**src/rtl/fifo_uart_tx.sv**
```systemverilog
// fifo_uart_tx: pops bytes from a FIFO and serializes each as start bit,
// DATA_W data bits LSB first, stop bit on an idle-high line.
// Optional even-parity bit between data and stop: define FIFO_UART_TX_PARITY_EN.
module fifo_uart_tx #(
  parameter int unsigned CLKS_PER_BIT = 4,
  parameter int unsigned DATA_W       = 8
) (
  input  logic              clk,
  input  logic              rst,
  input  logic              tx_en,
  input  logic              fifo_empty,
  input  logic [DATA_W-1:0] fifo_data,
  output logic              fifo_rd_en,
  output logic              tx,
  output logic              busy,
  output logic              done
);

  localparam int unsigned CNT_W = (CLKS_PER_BIT > 1) ? $clog2(CLKS_PER_BIT) : 1;
  localparam int unsigned BIT_W = $clog2(DATA_W + 1);

  localparam logic [CNT_W-1:0] CNT_LAST     = CNT_W'(CLKS_PER_BIT - 1);
  localparam logic [CNT_W-1:0] CNT_PRE_LAST = CNT_W'(CLKS_PER_BIT - 2);
  localparam logic [BIT_W-1:0] BIT_LAST     = BIT_W'(DATA_W - 1);

  // A line bit must span at least two clocks so done can be raised a cycle early.
  if (CLKS_PER_BIT < 2) begin : g_cpb_check
    $error("fifo_uart_tx: CLKS_PER_BIT must be >= 2");
  end

  typedef enum logic [2:0] {
    IDLE,
    REQ,
    LOAD,
    START,
    DATA,
`ifdef FIFO_UART_TX_PARITY_EN
    PARITY,
`endif
    STOP
  } state_t;

  state_t            state;
  logic [CNT_W-1:0]  clk_cnt;
  logic [BIT_W-1:0]  bit_cnt;
  logic [DATA_W-1:0] shift;
`ifdef FIFO_UART_TX_PARITY_EN
  logic              par_q;
`endif

  // Frame sequencer: pop handshake, line bit timing and registered outputs.
  always_ff @(posedge clk or posedge rst) begin
    if (rst) begin
      state      <= IDLE;
      clk_cnt    <= '0;
      bit_cnt    <= '0;
      shift      <= '0;
      tx         <= 1'b1;
      fifo_rd_en <= 1'b0;
      busy       <= 1'b0;
      done       <= 1'b0;
`ifdef FIFO_UART_TX_PARITY_EN
      par_q      <= 1'b0;
`endif
    end else begin
      fifo_rd_en <= 1'b0;
      done       <= 1'b0;
      case (state)
        IDLE: begin
          tx <= 1'b1;
          if (tx_en && !fifo_empty) begin
            fifo_rd_en <= 1'b1;
            busy       <= 1'b1;
            state      <= REQ;
          end
        end
        REQ: begin
          state <= LOAD;
        end
        LOAD: begin
          // FIFO data_out is valid now, one cycle after the pop pulse.
          shift   <= fifo_data;
`ifdef FIFO_UART_TX_PARITY_EN
          par_q   <= ^fifo_data;
`endif
          clk_cnt <= '0;
          bit_cnt <= '0;
          tx      <= 1'b0;
          state   <= START;
        end
        START: begin
          if (clk_cnt == CNT_LAST) begin
            clk_cnt <= '0;
            tx      <= shift[0];
            state   <= DATA;
          end else begin
            clk_cnt <= clk_cnt + CNT_W'(1);
          end
        end
        DATA: begin
          if (clk_cnt == CNT_LAST) begin
            clk_cnt <= '0;
            shift   <= shift >> 1;
            bit_cnt <= bit_cnt + BIT_W'(1);
            if (bit_cnt == BIT_LAST) begin
`ifdef FIFO_UART_TX_PARITY_EN
              tx    <= par_q;
              state <= PARITY;
`else
              tx    <= 1'b1;
              state <= STOP;
`endif
            end else begin
              tx <= shift[1];
            end
          end else begin
            clk_cnt <= clk_cnt + CNT_W'(1);
          end
        end
`ifdef FIFO_UART_TX_PARITY_EN
        PARITY: begin
          if (clk_cnt == CNT_LAST) begin
            clk_cnt <= '0;
            tx      <= 1'b1;
            state   <= STOP;
          end else begin
            clk_cnt <= clk_cnt + CNT_W'(1);
          end
        end
`endif
        STOP: begin
          tx <= 1'b1;
          // Raised one cycle ahead so the registered pulse lands on the last stop cycle.
          if (clk_cnt == CNT_PRE_LAST) begin
            done <= 1'b1;
          end
          if (clk_cnt == CNT_LAST) begin
            clk_cnt <= '0;
            busy    <= 1'b0;
            state   <= IDLE;
          end else begin
            clk_cnt <= clk_cnt + CNT_W'(1);
          end
        end
        default: begin
          tx    <= 1'b1;
          busy  <= 1'b0;
          state <= IDLE;
        end
      endcase
    end
  end

endmodule

```
**config.mk**
```make
export PLATFORM = sky130hd
export DESIGN_NAME = fifo_uart_tx
export DESIGN_NICKNAME = d
export VERILOG_FILES = /design/src/rtl/fifo_uart_tx.sv
export SDC_FILE = /design/constraint.sdc
export NUM_CORES = 1
export LEC_CHECK = 0
export CAP_MARGIN = 5
export CORE_MARGIN = 1
export CORE_UTILIZATION = 51
export CTS_BUF_LIST = sky130_fd_sc_hd__clkbuf_4 sky130_fd_sc_hd__clkbuf_8
export DETAILED_ROUTE_END_ITERATION = 8
export GPL_TIMING_DRIVEN = 0
export HOLD_SLACK_MARGIN = 0.12
export PLACE_DENSITY = 0.78
export SLEW_MARGIN = 20
export SYNTH_ARGS = -nofsm -noshare
export SYNTH_HDL_FRONTEND = slang
export SYNTH_SLANG_ARGS = --single-unit
```
**constraint.sdc**
```tcl
create_clock -name clk -period 1.75 [get_ports clk]
set_clock_uncertainty 0.1 [all_clocks]
set_input_delay 0.2625 -clock clk [delete_from_list [all_inputs] [get_ports clk]]
set_output_delay 0.2625 -clock clk [all_outputs]
set_load 0.1 [all_outputs]
```
; ---- Yosys cells after proc, flatten, opt, wreduce, memory -nomap -nowiden
; Index checks and enable logic that the tools add are counted.
[totals]
register_bits = 21
input_bits = 12
out_inout_bits = 4
wordCells = 59
[op_classes]
add_sub_neg = 2
n_eq_ne = 13
muxes = 23
n_bitwise = 2
n_reduce_logical = 11
[ops]
columns = operator, count
row1 = $pmux W3 S6, 1
row2 = $pmux W8 S2, 1
row3 = $mux W3, 5
row4 = $ne A2 B2 Y1 const B, 5
row5 = $mux W1, 9
row6 = $mux W8, 1
row7 = $pmux W4 S2, 1
row8 = $eq A3 B2 Y1 const B, 2
row9 = $eq A3 B3 Y1 const B, 2
row10 = $reduce_and A3 Y1, 2
row11 = $reduce_and A5 Y1, 1
row12 = $add A4 B1 Y4 const B, 1
row13 = $eq A2 B2 Y1 const B, 2
row14 = $eq A4 B3 Y1 const B, 1
row15 = $mux W4, 1
row16 = $pmux W1 S4, 1
row17 = $pmux W2 S2, 1
row18 = $reduce_bool A2 Y1, 2
row19 = $reduce_or A4 Y1, 1
row20 = $eq A3 B1 Y1 const B, 1
row21 = $logic_not A3 Y1, 1
row22 = $pmux W1 S3, 1
row23 = $reduce_or A3 Y1, 1
row24 = $add A2 B1 Y2 const B, 1
row25 = other kinds (5), 6

; ---- Logic depth before layout (Yosys ltp)
[depth]
word_depth = 4
depth_mapped = 5
ltp_nobuf = 4

; ---- Worst setup path before layout
; No wires, ideal clock.
[synth_timing]
path_kind = register -> register
from = register state[1]
to = register shift[3]
setup_ns = 0.125
arrival_ns = 1.458
t_required_ns = 1.525
slack_ns = 0.067
path_stages_with_launch = 4
n_path_buf = 0
synth_period_minus_slack_ns = 1.683
path_cell_list = dfrtp_1 -> nor3b_1 -> mux2_2 -> mux2_2
[synth_via]
elab_chain_cells = 3
word_cells_on_any_way = 6
cone_classes = eq/ne (3) / mux (1) / reduce/logical (2)
[synth_lines]
columns = element, line
row1 = from (decl), 43  ; state_t state;
row2 = from (signal assigned), 54  ; state <= IDLE;
row3 = from (signal assigned), 74  ; state <= REQ;
row4 = from (signal assigned), 78  ; state <= LOAD;
row5 = $eq A3 B3 Y1 or $eq A3 B2 Y1 (tied branches), 68  ; case (state)
row6 = $ne A2 B2 Y1 (no line) or $reduce_bool A2 Y1 (tied branches), n/a
row7 = $reduce_and A2 Y1 (no line), n/a
row8 = to (signal assigned), 82  ; shift <= fifo_data;
row9 = to (signal assigned), 103  ; shift <= shift >> 1;
row10 = to (decl), 46  ; logic [DATA_W-1:0] shift;
; Parallel ways exist; a longest one is shown, timed or not.
; A chain may end at the register's enable or synchronous reset.

; ---- Worst setup path in the final report
[layout_timing]
from = register state[1]
to = register tx
[layout_via]
elab_chain_cells = 3
word_cells_on_any_way = 9
cone_classes = eq/ne (6) / mux (1) / bitwise (1) / reduce/logical (1)
[layout_lines]
columns = element, line
row1 = "$eq A3 B2 Y1, or another cell as far along", 68
row2 = $ne A2 B2 Y1 (no line) or $not A1 Y1 (tied branches), n/a
row3 = $reduce_and A3 Y1 (no line), n/a
row4 = to (signal assigned), 94  ; tx <= shift[0];
row5 = to (signal assigned), 114  ; tx <= shift[1];
row6 = to (decl), 14  ; output logic tx,
; Parallel ways exist; a longest one is shown, timed or not.

==> out/qor.txt <==
gr usage total: 22.12%
Hold Fails Final Rpt: 0
relative slew slack: 46.46%
Final setup viols: 0
WL final: 2650 µm
Total Power: 2.302 mW
worst path arrival time: 1890 ps
Final nets: 158
initial antenna violation count: 0
DR WL met3: 139 µm
DRT antenna net count: 0
TritonRoute pass-1 iters: 4
syn_area_per_cell: 10.40 µm²
Hold Path Class: primary input to asynchronous set/reset pin
I/O pin total: 16
Non-Filler Instances: 170
port bufs: 15
worst-case clock buffer depth: 2
crit path max-delay cell type: dfrtp_1
Buf/Inv on CP: 1
vias in the first global route: 934
CTS tree: done
fraction of layout cells with a size suffix above 1: 26.06%
Area after DPL: 1423 µm²
worst vdd ir: 0.0008750 V
post-synth top area cell: dfrtp_1
kind of critical path: register to register
Max Fanout on Critical Path: 10
final instance area: 1516 µm²
post-synthesis register bit count: 21
Yosys top cell area share: 40.44%
Max stage delay on crit path: 450 ps
root buffer cell: clkbuf_4
Setup WS pre-CTS: -254.5 ps
DRC errors left: 0
r2r setup slk: 9 ps
DR WL/cell: 15.59 µm
crit start category: register
CP endpoint kind: register
Power Dens Cells: 1518 nW/µm²
global-route wire length before repair: 4222 µm
Die Y: 51.26 µm
DR WL met2: 1288 µm
Post-synth EDFFs: 0
status: finished clean
Final Critical Period: 1741 ps
main area contributors after synthesis: dfrtp_1 (40%), mux2_4 (9.7%), mux2_2 (6.4%), a21oi_1 (3.2%), ha_1 (3.0%)
fin util: 67.26%
Clk Latency, worst-skew pair: 310 ps
total of max-cap violations: 0
fin worst setup slack: 8.607 ps
CP Data Required Time: 1900 ps
clk sink count: 21
synthesized net count: 134
Top FF cell, synth: dfrtp_1
sequence of cells on the critical path: buf_1, nor2b_1, a21oi_1, o32a_1
DRT met1 WL: 1200 µm
top sig layer: met4
starting density of the core: 54.88%
period utilisation layout: 99.51%
GPL Wtd Cong: 0.7992
Detailed Place HPWL: 1828 µm
Leak: 0.6514 nW
critical path's top delay family: compound AO/OA/AOI/OAI gates
largest net degree at the start of global routing: 22
fillers: 171
1st-iter DRT viols: 18
Async SR Flop Fraction: 100.0%
routed via count: 979
Remaining Overflow, GRT: 0
Cells after DPL: 162
count leader, synth: dfrtp_1
Synth Warn #: 0
Die X: 51.26 µm
Post-synth top cells: dfrtp_1 (20), inv_1 (10), a21oi_1 (8), mux2_4 (8), mux2_2 (7)
vias per cell: 5.759
Gate Count Post-Synth: 119
register area share after synthesis: 42.57%
Rows: 17
Worst-Margin Slew: 802.3 ps
area grow syn2layout: 22.55%
total core area: 2255 µm²
clk slew on worst S/H paths: 120 ps
RSZ-0062 raised after global routing: yes
n_diodes: 0
die footprint: 2627 µm²
Max Fclk: 0.5743 GHz
Syn Std Cell Area: 1237 µm²
htree depth: 1
total clock buffers created by CTS: 3
Cell variety after synth: 40
Slew Viols, Final: 0
-- through the flow --
step           hold WS (ps)  setup TNS (ps)
2_1_floorplan         138.3               0
3_3_place_gp          385.3          -937.9
3_5_place_dp          396.3           -1385
4_1_cts               311.2               0
5_1_grt               371.2          -105.4
6_report              288.0               0
-- what timing repair did --
| item | 4_1_cts | 5_1_grt |
|---|---|---|
| gates resized for setup | 17 | 6 |
| pin swaps | 1 | 0 |
| setup endpoints to repair | 14 | 15 |
| hold buffers | 0 | 0 |
| buffers inserted | 2 | 2 |
-- cell families (layout without fill, tap and decap cells) --
group | after synthesis | after routing | synth area share, %
buf+inv | 18 | 41 | 6.168
flops | 21 | 21 | 42.57
fa+ha+maj | 3 | 3 | 3.034
mux | 16 | 16 | 16.89
simple gates | 33 | 33 | 15.98
compound gates | 28 | 28 | 15.37
-- worst paths after layout --
path | startpoint | depth (start not counted) | to
max | state[1] | 4 | tx
min | rst | 2 | bit_cnt[1]
max reg2reg | state[1] | 4 | tx
min reg2reg | shift[5] | 1 | shift[5]
max in group asynchronous | rst | 2 | clk_cnt[0]
min in group clk | shift[5] | 1 | shift[5]
-- layout make-up --
type / instances / area, µm² / area share (%)
multi-input combinational: 80 / 651.9 / 42.99
sequential: 21 / 528.0 / 34.82
timing repair buffer: 19 / 191.4 / 12.62
buffer: 8 / 42.54 / 2.805
inverter: 10 / 37.54 / 2.475
tap: 28 / 35.03 / 2.310
clock buffer: 4 / 30.03 / 1.980
-- power breakdown --
group	internal, mW	switching (mW)
combinational	0.562	0.683
sequential	0.670	0.132
clock	0.105	0.151
-- per-layer routing --
metal | track usage [%] | up-vias
met1 | 28.41 | 482
met3 | 6.250 | 4
li1 | - | 468
met4 | 5.405 | 0
met2 | 36.62 | 25
met5 | 0 | -
-- state kept, by name, summed over array words and instances, names as in the netlist --
signal      count
clk_cnt         2
done            1
shift           8
bit_cnt         4
fifo_rd_en      1
busy            1
state           3
tx              1
-- cell usage in the layout, fill, tap and decap left out, types with 3 or more instances in the layout --
cell type,instances
dfrtp_1,19
clkdlybuf4s50_1,11
inv_1,10
mux2_4,8
a21oi_1,8
mux2_2,7
nor2b_1,5
nand2b_1,5
nand2_1,4
nor2_1,4
o21ai_0,4
o22ai_1,4
clkbuf_4,4
clkbuf_2,3
nand3b_1,3
clkdlybuf4s15_2,3
buf_4,3
Power figures use the tool's default switching activity.
